### src/rtl/threshold_rom_arbiter_if.sv
// dti valid/ready transfer channel shared by the ROM read port and its requesters.
// A transfer occurs on a rising edge where valid && ready; the producer holds
// valid and data stable until then.
interface dti #(
  parameter int unsigned W = 16
) ();
  logic         valid;
  logic         ready;
  logic [W-1:0] data;

  modport producer (output valid, output data, input ready);
  modport consumer (input valid, input data, output ready);
endinterface

### src/rtl/threshold_rom_arbiter.sv
// threshold_rom_arbiter: shares one stage-threshold ROM read port between the
// stage sequencer (requester 0) and the debug/readback path (requester 1).
// Address requests are granted round-robin; an in-order tag FIFO remembers who
// issued each outstanding read so returned words are routed back correctly.
module threshold_rom_arbiter #(
  parameter int unsigned W_ADDR          = 16,
  parameter int unsigned W_DATA          = 16,
  parameter int unsigned MAX_OUTSTANDING = 4
) (
  input  logic  clk,
  input  logic  rst,
  dti.consumer  req0_addr_if,
  dti.consumer  req1_addr_if,
  dti.producer  req0_data_if,
  dti.producer  req1_data_if,
  dti.producer  mem_addr_if,
  dti.consumer  mem_data_if,
  output logic  err_o
);

  localparam int unsigned PTR_W = $clog2(MAX_OUTSTANDING);
  localparam int unsigned CNT_W = PTR_W + 1;
  localparam logic [CNT_W-1:0] CNT_FULL = CNT_W'(MAX_OUTSTANDING);

  typedef enum logic {
    ARB_OPEN,
    ARB_LOCKED
  } arb_state_t;

  arb_state_t                 state;
  logic                       lock_idx;
  logic                       prio;
  logic [MAX_OUTSTANDING-1:0] tag_mem;
  logic [PTR_W-1:0]           wr_ptr;
  logic [PTR_W-1:0]           rd_ptr;
  logic [CNT_W-1:0]           count;
  logic                       err_q;

  logic                       gnt_any;
  logic                       gnt_idx;
  logic                       gnt_valid;
  logic [W_ADDR-1:0]          gnt_addr;
  logic                       addr_fire;

  logic                       have_tag;
  logic                       head_tag;
  logic                       ret0_valid;
  logic                       ret1_valid;
  logic                       mem_data_ready;
  logic [W_DATA-1:0]          ret_data;
  logic                       data_fire;
  logic                       pop;
  logic                       orphan;

  // Grant selection: a locked grant is held until its address transfers;
  // otherwise round-robin among valid requesters while tags remain. Gated by
  // reset so no handshake is offered while rst is low.
  always_comb begin
    gnt_any = 1'b0;
    gnt_idx = 1'b0;
    if (rst) begin
      if (state == ARB_LOCKED) begin
        gnt_any = 1'b1;
        gnt_idx = lock_idx;
      end else if (count < CNT_FULL) begin
        if (req0_addr_if.valid && req1_addr_if.valid) begin
          gnt_any = 1'b1;
          gnt_idx = prio;
        end else if (req0_addr_if.valid) begin
          gnt_any = 1'b1;
          gnt_idx = 1'b0;
        end else if (req1_addr_if.valid) begin
          gnt_any = 1'b1;
          gnt_idx = 1'b1;
        end
      end
    end
  end

  assign gnt_valid = gnt_any && (gnt_idx ? req1_addr_if.valid : req0_addr_if.valid);
  assign gnt_addr  = gnt_idx ? req1_addr_if.data : req0_addr_if.data;
  assign addr_fire = gnt_valid && mem_addr_if.ready;

  assign mem_addr_if.valid  = gnt_valid;
  assign mem_addr_if.data   = gnt_addr;
  assign req0_addr_if.ready = gnt_any && !gnt_idx && mem_addr_if.ready;
  assign req1_addr_if.ready = gnt_any &&  gnt_idx && mem_addr_if.ready;

  assign have_tag = (count != '0);
  assign head_tag = tag_mem[rd_ptr];
  assign ret_data = mem_data_if.data;

  // Return routing: the head tag selects the destination; with no tag
  // outstanding the word is accepted and dropped.
  always_comb begin
    ret0_valid     = 1'b0;
    ret1_valid     = 1'b0;
    mem_data_ready = 1'b1;
    if (have_tag) begin
      if (head_tag) begin
        ret1_valid     = mem_data_if.valid;
        mem_data_ready = req1_data_if.ready;
      end else begin
        ret0_valid     = mem_data_if.valid;
        mem_data_ready = req0_data_if.ready;
      end
    end
  end

  assign data_fire = mem_data_if.valid && mem_data_ready;
  assign pop       = data_fire && have_tag;
  assign orphan    = data_fire && !have_tag;

  assign req0_data_if.valid = ret0_valid;
  assign req1_data_if.valid = ret1_valid;
  assign req0_data_if.data  = ret_data;
  assign req1_data_if.data  = ret_data;
  assign mem_data_if.ready  = mem_data_ready;
  assign err_o              = err_q;

  // Lock FSM, round-robin pointer, tag FIFO and sticky error flag.
  always_ff @(posedge clk or negedge rst) begin
    if (!rst) begin
      state    <= ARB_OPEN;
      lock_idx <= 1'b0;
      prio     <= 1'b0;
      tag_mem  <= '0;
      wr_ptr   <= '0;
      rd_ptr   <= '0;
      count    <= '0;
      err_q    <= 1'b0;
    end else begin
      case (state)
        ARB_OPEN: begin
          if (gnt_valid && !mem_addr_if.ready) begin
            state    <= ARB_LOCKED;
            lock_idx <= gnt_idx;
          end
        end
        ARB_LOCKED: begin
          if (addr_fire) begin
            state <= ARB_OPEN;
          end
        end
        default: state <= ARB_OPEN;
      endcase

      if (addr_fire) begin
        tag_mem[wr_ptr] <= gnt_idx;
        wr_ptr          <= wr_ptr + 1'b1;
        prio            <= ~gnt_idx;
      end

      if (pop) begin
        rd_ptr <= rd_ptr + 1'b1;
      end

      case ({addr_fire, pop})
        2'b10:   count <= count + 1'b1;
        2'b01:   count <= count - 1'b1;
        default: count <= count;
      endcase

      if (orphan) begin
        err_q <= 1'b1;
      end
    end
  end

endmodule

### src/flat_wrapper.sv
// flat-port wrapper written by rule: the top's interface ports become plain ports
module threshold_rom_arbiter_flat 
#(
  parameter int unsigned W_ADDR          = 16,
  parameter int unsigned W_DATA          = 16,
  parameter int unsigned MAX_OUTSTANDING = 4
)
  (clk, rst, err_o, req0_addr_if_valid, req0_addr_if_data, req0_addr_if_ready, req1_addr_if_valid, req1_addr_if_data, req1_addr_if_ready, req0_data_if_valid, req0_data_if_data, req0_data_if_ready, req1_data_if_valid, req1_data_if_data, req1_data_if_ready, mem_addr_if_valid, mem_addr_if_data, mem_addr_if_ready, mem_data_if_valid, mem_data_if_data, mem_data_if_ready);
  dti #(.W(16)) req0_addr_if_i ();
  dti #(.W(16)) req1_addr_if_i ();
  dti #(.W(16)) req0_data_if_i ();
  dti #(.W(16)) req1_data_if_i ();
  dti #(.W(16)) mem_addr_if_i ();
  dti #(.W(16)) mem_data_if_i ();
  input  logic clk;
  input  logic rst;
  output logic err_o;
  input wire logic [$bits(req0_addr_if_i.valid)-1:0] req0_addr_if_valid;
  input wire logic [$bits(req0_addr_if_i.data)-1:0] req0_addr_if_data;
  output wire logic [$bits(req0_addr_if_i.ready)-1:0] req0_addr_if_ready;
  input wire logic [$bits(req1_addr_if_i.valid)-1:0] req1_addr_if_valid;
  input wire logic [$bits(req1_addr_if_i.data)-1:0] req1_addr_if_data;
  output wire logic [$bits(req1_addr_if_i.ready)-1:0] req1_addr_if_ready;
  output wire logic [$bits(req0_data_if_i.valid)-1:0] req0_data_if_valid;
  output wire logic [$bits(req0_data_if_i.data)-1:0] req0_data_if_data;
  input wire logic [$bits(req0_data_if_i.ready)-1:0] req0_data_if_ready;
  output wire logic [$bits(req1_data_if_i.valid)-1:0] req1_data_if_valid;
  output wire logic [$bits(req1_data_if_i.data)-1:0] req1_data_if_data;
  input wire logic [$bits(req1_data_if_i.ready)-1:0] req1_data_if_ready;
  output wire logic [$bits(mem_addr_if_i.valid)-1:0] mem_addr_if_valid;
  output wire logic [$bits(mem_addr_if_i.data)-1:0] mem_addr_if_data;
  input wire logic [$bits(mem_addr_if_i.ready)-1:0] mem_addr_if_ready;
  input wire logic [$bits(mem_data_if_i.valid)-1:0] mem_data_if_valid;
  input wire logic [$bits(mem_data_if_i.data)-1:0] mem_data_if_data;
  output wire logic [$bits(mem_data_if_i.ready)-1:0] mem_data_if_ready;
  assign req0_addr_if_i.valid = req0_addr_if_valid;
  assign req0_addr_if_i.data = req0_addr_if_data;
  assign req0_addr_if_ready = req0_addr_if_i.ready;
  assign req1_addr_if_i.valid = req1_addr_if_valid;
  assign req1_addr_if_i.data = req1_addr_if_data;
  assign req1_addr_if_ready = req1_addr_if_i.ready;
  assign req0_data_if_valid = req0_data_if_i.valid;
  assign req0_data_if_data = req0_data_if_i.data;
  assign req0_data_if_i.ready = req0_data_if_ready;
  assign req1_data_if_valid = req1_data_if_i.valid;
  assign req1_data_if_data = req1_data_if_i.data;
  assign req1_data_if_i.ready = req1_data_if_ready;
  assign mem_addr_if_valid = mem_addr_if_i.valid;
  assign mem_addr_if_data = mem_addr_if_i.data;
  assign mem_addr_if_i.ready = mem_addr_if_ready;
  assign mem_data_if_i.valid = mem_data_if_valid;
  assign mem_data_if_i.data = mem_data_if_data;
  assign mem_data_if_ready = mem_data_if_i.ready;
  threshold_rom_arbiter #(.W_ADDR(W_ADDR), .W_DATA(W_DATA), .MAX_OUTSTANDING(MAX_OUTSTANDING)) u_core (.clk(clk), .rst(rst), .req0_addr_if(req0_addr_if_i), .req1_addr_if(req1_addr_if_i), .req0_data_if(req0_data_if_i), .req1_data_if(req1_data_if_i), .mem_addr_if(mem_addr_if_i), .mem_data_if(mem_data_if_i), .err_o(err_o));
endmodule
### config.mk
export PLATFORM = sky130hd
export DESIGN_NAME = threshold_rom_arbiter_flat
export DESIGN_NICKNAME = d
export VERILOG_FILES = /design/src/rtl/threshold_rom_arbiter_if.sv /design/src/rtl/threshold_rom_arbiter.sv /design/src/flat_wrapper.sv
export SDC_FILE = /design/constraint.sdc
export NUM_CORES = 1
export LEC_CHECK = 0
export ABC_AREA = 1
export CAP_MARGIN = 5
export CORE_MARGIN = 4
export CORE_UTILIZATION = 35
export DETAILED_ROUTE_END_ITERATION = 8
export GPL_TIMING_DRIVEN = 0
export PLACE_DENSITY = 0.87
export SYNTH_ARGS = -nofsm -noshare
export SYNTH_HDL_FRONTEND = slang
export SYNTH_SLANG_ARGS = --single-unit
### constraint.sdc
create_clock -name clk -period 4.15 [get_ports clk]
set_input_delay 0.83 -clock clk [delete_from_list [all_inputs] [get_ports clk]]
set_output_delay 0.83 -clock clk [all_outputs]
set_load 0.005 [all_outputs]
* After elaboration in Yosys (flattened, before gate mapping) *
Cells that the tools add are included.

operators by class
  reduce and logical (&&, ||, !) cells = 18
  bitwise gates (word level) = 2
  order comparisons = 4
  eq/ne operators = 2
  muxes and demuxes = 28
  add/subtract/negate cells = 4

operators by type and width
  cell                   number
  $mux W1                22
  $mux W16               1
  $logic_and A1 B1 Y1    12
  $lt A2 B3 Y1 const B   2
  $pmux W3 S2            1
  $add A2 B1 Y2 const B  2
  $bwmux W4              1
  $add A3 B1 Y3 const B  1
  $logic_not A1 Y1       3
  $lt A3 B3 Y1 const B   1
  $reduce_bool A3 Y1     1
  $sub A3 B1 Y3 const B  1
  $bmux W1 S2            1
  $demux W1 S2           1
  $eq A2 B1 Y1 const B   1
  $eq A2 B2 Y1 const B   1
  $ge A2 B1 Y1 const B   1
  $not A1 Y1             2
  $pmux W1 S2            1
  $reduce_and A2 Y1      1
  $reduce_bool A2 Y1     1

storage, ports and cells
  bits of input ports = 56
  flip-flop bits (word level) = 15

* Longest topological paths before layout *
  word-level depth = 11
  gate-level depth with buffers = 15
  gate-level depth less buffers = 15

* Least setup slack after synthesis *
No wires, ideal clock.

  kind = input port to flip-flop
  start point = input port rst
  end point = register u_core.count[2]
  stages on the path = 12
  buffers on the path = 0
  setup time = 0.131 ns
  arrival = 2.261 ns
  slack = 1.758 ns
  path through = inv_1 nor2_2 nand3_2 nand3_1 nand2_2 nand2_2 ha_1 inv_1 fa_1 a21oi_1 o21ai_0 xor2_1

between the ends
  cells in the longest elaborated chain, start to end = 6
  elaborated cells between the ends (all ways) = 9

ends and longest elaborated chain
  what                                               RTL line                      source
  start: declaration                                 flat_wrapper.sv:16            input logic rst;
  $mux W1                                            threshold_rom_arbiter.sv:61   if (rst) begin
  $mux W1                                            threshold_rom_arbiter.sv:80   assign gnt_valid = gnt_any && (gnt_idx ? req1_addr_if.valid : req0_addr_if.valid);
  $logic_and A1 B1 Y1 (*)                            threshold_rom_arbiter.sv:80
  $logic_and A1 B1 Y1 (*)                            threshold_rom_arbiter.sv:82   assign addr_fire = gnt_valid && mem_addr_if.ready;
  $eq A2 B1 Y1 or $eq A2 B2 Y1 (tied branches)       threshold_rom_arbiter.sv:158  case ({addr_fire, pop})
  $pmux W3 S2 or $reduce_bool A2 Y1 (tied branches)  n/a
  end signal: assignment                             threshold_rom_arbiter.sv:159  2'b10: count <= count + 1'b1;
  end signal: assignment                             threshold_rom_arbiter.sv:160  2'b01: count <= count - 1'b1;
  end signal: assignment                             threshold_rom_arbiter.sv:161  default: count <= count;
  end: declaration                                   threshold_rom_arbiter.sv:36   logic [CNT_W-1:0] count;

Every way passes the cells marked *; elsewhere a longest branch is shown, timed or not.
A chain may end at the register's enable or synchronous reset.

* Worst setup path in the final report *
  start point = input port rst
  end point = output port req1_addr_if_ready

between the ends
  cells in the longest elaborated chain, start to end = 3
  elaborated cells between the ends (all ways) = 4

ends and longest elaborated chain
  what                                  RTL line                     source
  $mux W1                               threshold_rom_arbiter.sv:61
  $logic_and A1 B1 Y1 (*) (2 in a row)  threshold_rom_arbiter.sv:87  assign req1_addr_if.ready = gnt_any && gnt_idx && mem_addr_if.ready;
  end: declaration                      flat_wrapper.sv:23           output wire logic [$bits(req1_addr_if_i.ready)-1:0] req1_addr_if_ready;

Marks and branches as above.

==> out/metrics.cfg <==
[routing]
totalWireLength_um = 3542
ant_nets = 0
drt_iter0_markers = 69
vias = 1450
wire_per_inst_um = 10.39
drt_first_pass_iters = 4
viasPerCell = 4.252
drc = 0

[yosys]
synth_nets = 257
synth-adder-area-share_pct = 6.250
synth-simple-area-share_pct = 33.43
syn_inst = 195
muxShareOfSynthArea_pct = 0
ys_ff_latch = 15
synth_area_um2 = 1321
seq_area_frac_synth_pct = 28.41
avgSynthCellArea_um2 = 6.776
ys_warn_count = 0
netlist-cell-type-count = 24
synth_xor_area_share_pct = 1.989
synth-compound-area-share_pct = 4.167
synth_top_family_by_area = simple AND/OR/NAND/NOR gates

[clock_network]
tritoncts = done
cts.sinks = 15
cts_setup_buffers = 0
htree_levels = 1
clk_pin_slew_worst_paths_ns = 0.06
cts_buffers = 3
root_buffer = clkbuf_8
clock_path_buffers = 2
hold_buffers = 0
clk_latency_ns = 0.24

[timing]
worst_pin_slew_ns = 0.7097
timing.hold.ws_ns = 0.4607
tns_ns = 0
setup_viol = 0
finalCritPeriodShare_pct = 85.99
fmax_mhz = 280.2
hold_viol_final = 0
rsz0062_at_grt = false
drv_slew = 0
min_period_ns = 3.569
maxSlewHeadroom_pct = 52.61
setup_slack_ns = 0.5814
fin_skew_ns = 0.001799

[cells_and_area]
drive_gt1_share_pct = 16.38
final_util_pct = 64.73
stdcell_area_um2 = 2370
areaGrowthSynthToFinish_pct = 79.36
mostFrequentLayoutCells = 93 x clkdlybuf4s50_1, 80 x nand2_1, 32 x buf_4
n_antenna_cell = 0
fillers = 325
num-nets-final = 356
layout_commonest_cell = clkdlybuf4s50_1

[grt]
grt_usage_pct = 14.38
overflow = 0
grt_pass1_wl_um = 5816
grt_max_degree = 17
grt_pass1_vias = 1459
antenna_found_initial = 0

[critical_path]
startpoint_type = input pin
path_max_fanout = 16
crit_top_cell = buf_2
end_kind = primary output
max_stage_delay_ns = 0.54
worst_ep_required_time_ns = 3.32
critPathArrivalTime_ns = 2.74
path_cells = dlymetal6s2s_1, inv_1, nor2_2, nand3_2, buf_2, buf_2, nor2_1, clkdlybuf4s50_1
slowest_stage = dlymetal6s2s_1
worstSetupPathType = input pin to primary output
r2r_slack_ns = 1.90

[power_and_ir_drop]
ir_drop_mv = 0.2017
swShare_pct = 38.00
combPwrFrac_pct = 61.9
seqPwrFrac_pct = 26.3
power.leakage_nw = 1.180
powerDensity_nw_per_um2 = 409.7
clkPwrFrac_pct = 11.9
intPower_uw = 602.0
power.switching_uw = 369.0

[run]
drv_cap = 0

[die]
die-area_um2 = 4822
die_w_um = 69.44
floorplan.initialDensity_pct = 36.09
ioPinCount = 111
core_area_um2 = 3661
die_y_um = 69.44
rows = 22

[run_status]
status = complete, no violations

[placed_design]
place_hpwl_um = 3022
io_buffer_count = 94
gp_congestion = 0.7916
post_dp_cell_area_um2 = 2322
dp_slack_ns = 0.1311

[worst_hold_path]
hp-class = flip-flop to flip-flop

final cells by class:
cell class              count  area, µm²  area share (%)
repair buffers             94      943.4           39.81
multi-input cells         125      605.6           25.55
flip-flops and latches     15      375.4           15.84
plain buffers              38      276.5           11.67
inverters                  17      63.81           2.693
well taps                  48      60.06           2.534
clock buffers               4      45.04           1.901
critical path, delay by kind of cell:
family / cells / cell delay [ns]
simple gates: 3 / 0.32
buf+inv: 5 / 1.58
power groups by stage:
stage	Combinational, mW	Clock, mW	Sequential, mW
after floorplan	0.336	0	0.246
after global placement	0.585	0	0.256
after detailed placement	0.604	0	0.258
after CTS	0.612	0.119	0.255
after global routing	0.672	0.127	0.266
final	0.601	0.115	0.255
what timing repair did:
item                                   4_1_cts  5_1_grt
setup endpoints to repair                    0        4
endpoints found under the hold margin        0        0
resized for setup                            0        1
metrics by stage:
stage,instances,total power [mW]
6_report,341,0.9710
5_1_grt,341,1.065
4_1_cts,341,0.9870
3_5_place_dp,337,0.8611
3_3_place_gp,337,0.8407
2_1_floorplan,195,0.5816
registers in the layout (all words and copies together), names as in the netlist, named ones only:
name,flops
u_core.rd_ptr,2
u_core.count,3
u_core.wr_ptr,2
u_core.lock_idx,1
u_core.tag_mem,4
u_core.prio,1
u_core.err_o,1
synthesized netlist by cell type:
cell type | instances | area share (%)
a21o_1 | 1 | 0.57
a21oi_1 | 2 | 0.76
buf_2 | 5 | 1.9
buf_4 | 32 | 18
buf_6 | 1 | 0.85
dfrtp_1 | 15 | 28
fa_1 | 1 | 1.5
ha_1 | 5 | 4.7
inv_1 | 15 | 4.3
inv_2 | 2 | 0.57
nand2_1 | 80 | 23
nand2_2 | 2 | 0.95
nand3_1 | 10 | 3.8
nand3_2 | 1 | 0.76
nand3b_1 | 1 | 0.57
nand4_1 | 4 | 1.9
nor2_1 | 5 | 1.4
nor2_2 | 2 | 0.95
nor3_1 | 1 | 0.38
o21a_1 | 1 | 0.57
o21ai_0 | 5 | 1.9
o21ai_1 | 1 | 0.38
xnor2_1 | 1 | 0.66
xor2_1 | 2 | 1.3
cells by family (layout without fill, tap and decap cells):
kind of cell | Yosys count | count (layout)
flip-flops | 15 | 15
XOR/XNOR | 3 | 3
AO/OA/AOI/OAI | 10 | 10
buffers and inverters | 55 | 153
adder cells (fa/ha/maj) | 6 | 6
AND/OR/NAND/NOR | 106 | 106
routing by layer:
layer  track usage, %  vias up  routed length [µm]
met5                0        -                   0
met3            4.348        4                 297
met4            4.121        0                  36
met2            27.75       60                1845
li1                 -      762                   -
met1            14.67      624                1363
worst paths after layout:
check,from,endpoint,depth (start not counted)
hold / removal,u_core.err_o,u_core.err_o,1
max in group asynchronous,rst,u_core.err_o,1
setup reg to reg,u_core.rd_ptr[0],u_core.count[2],15
min in group asynchronous,rst,u_core.prio,1
hold reg to reg,u_core.err_o,u_core.err_o,1
setup / recovery,rst,req1_addr_if_ready,8
Note: power is estimated with default switching activity, not from simulation.
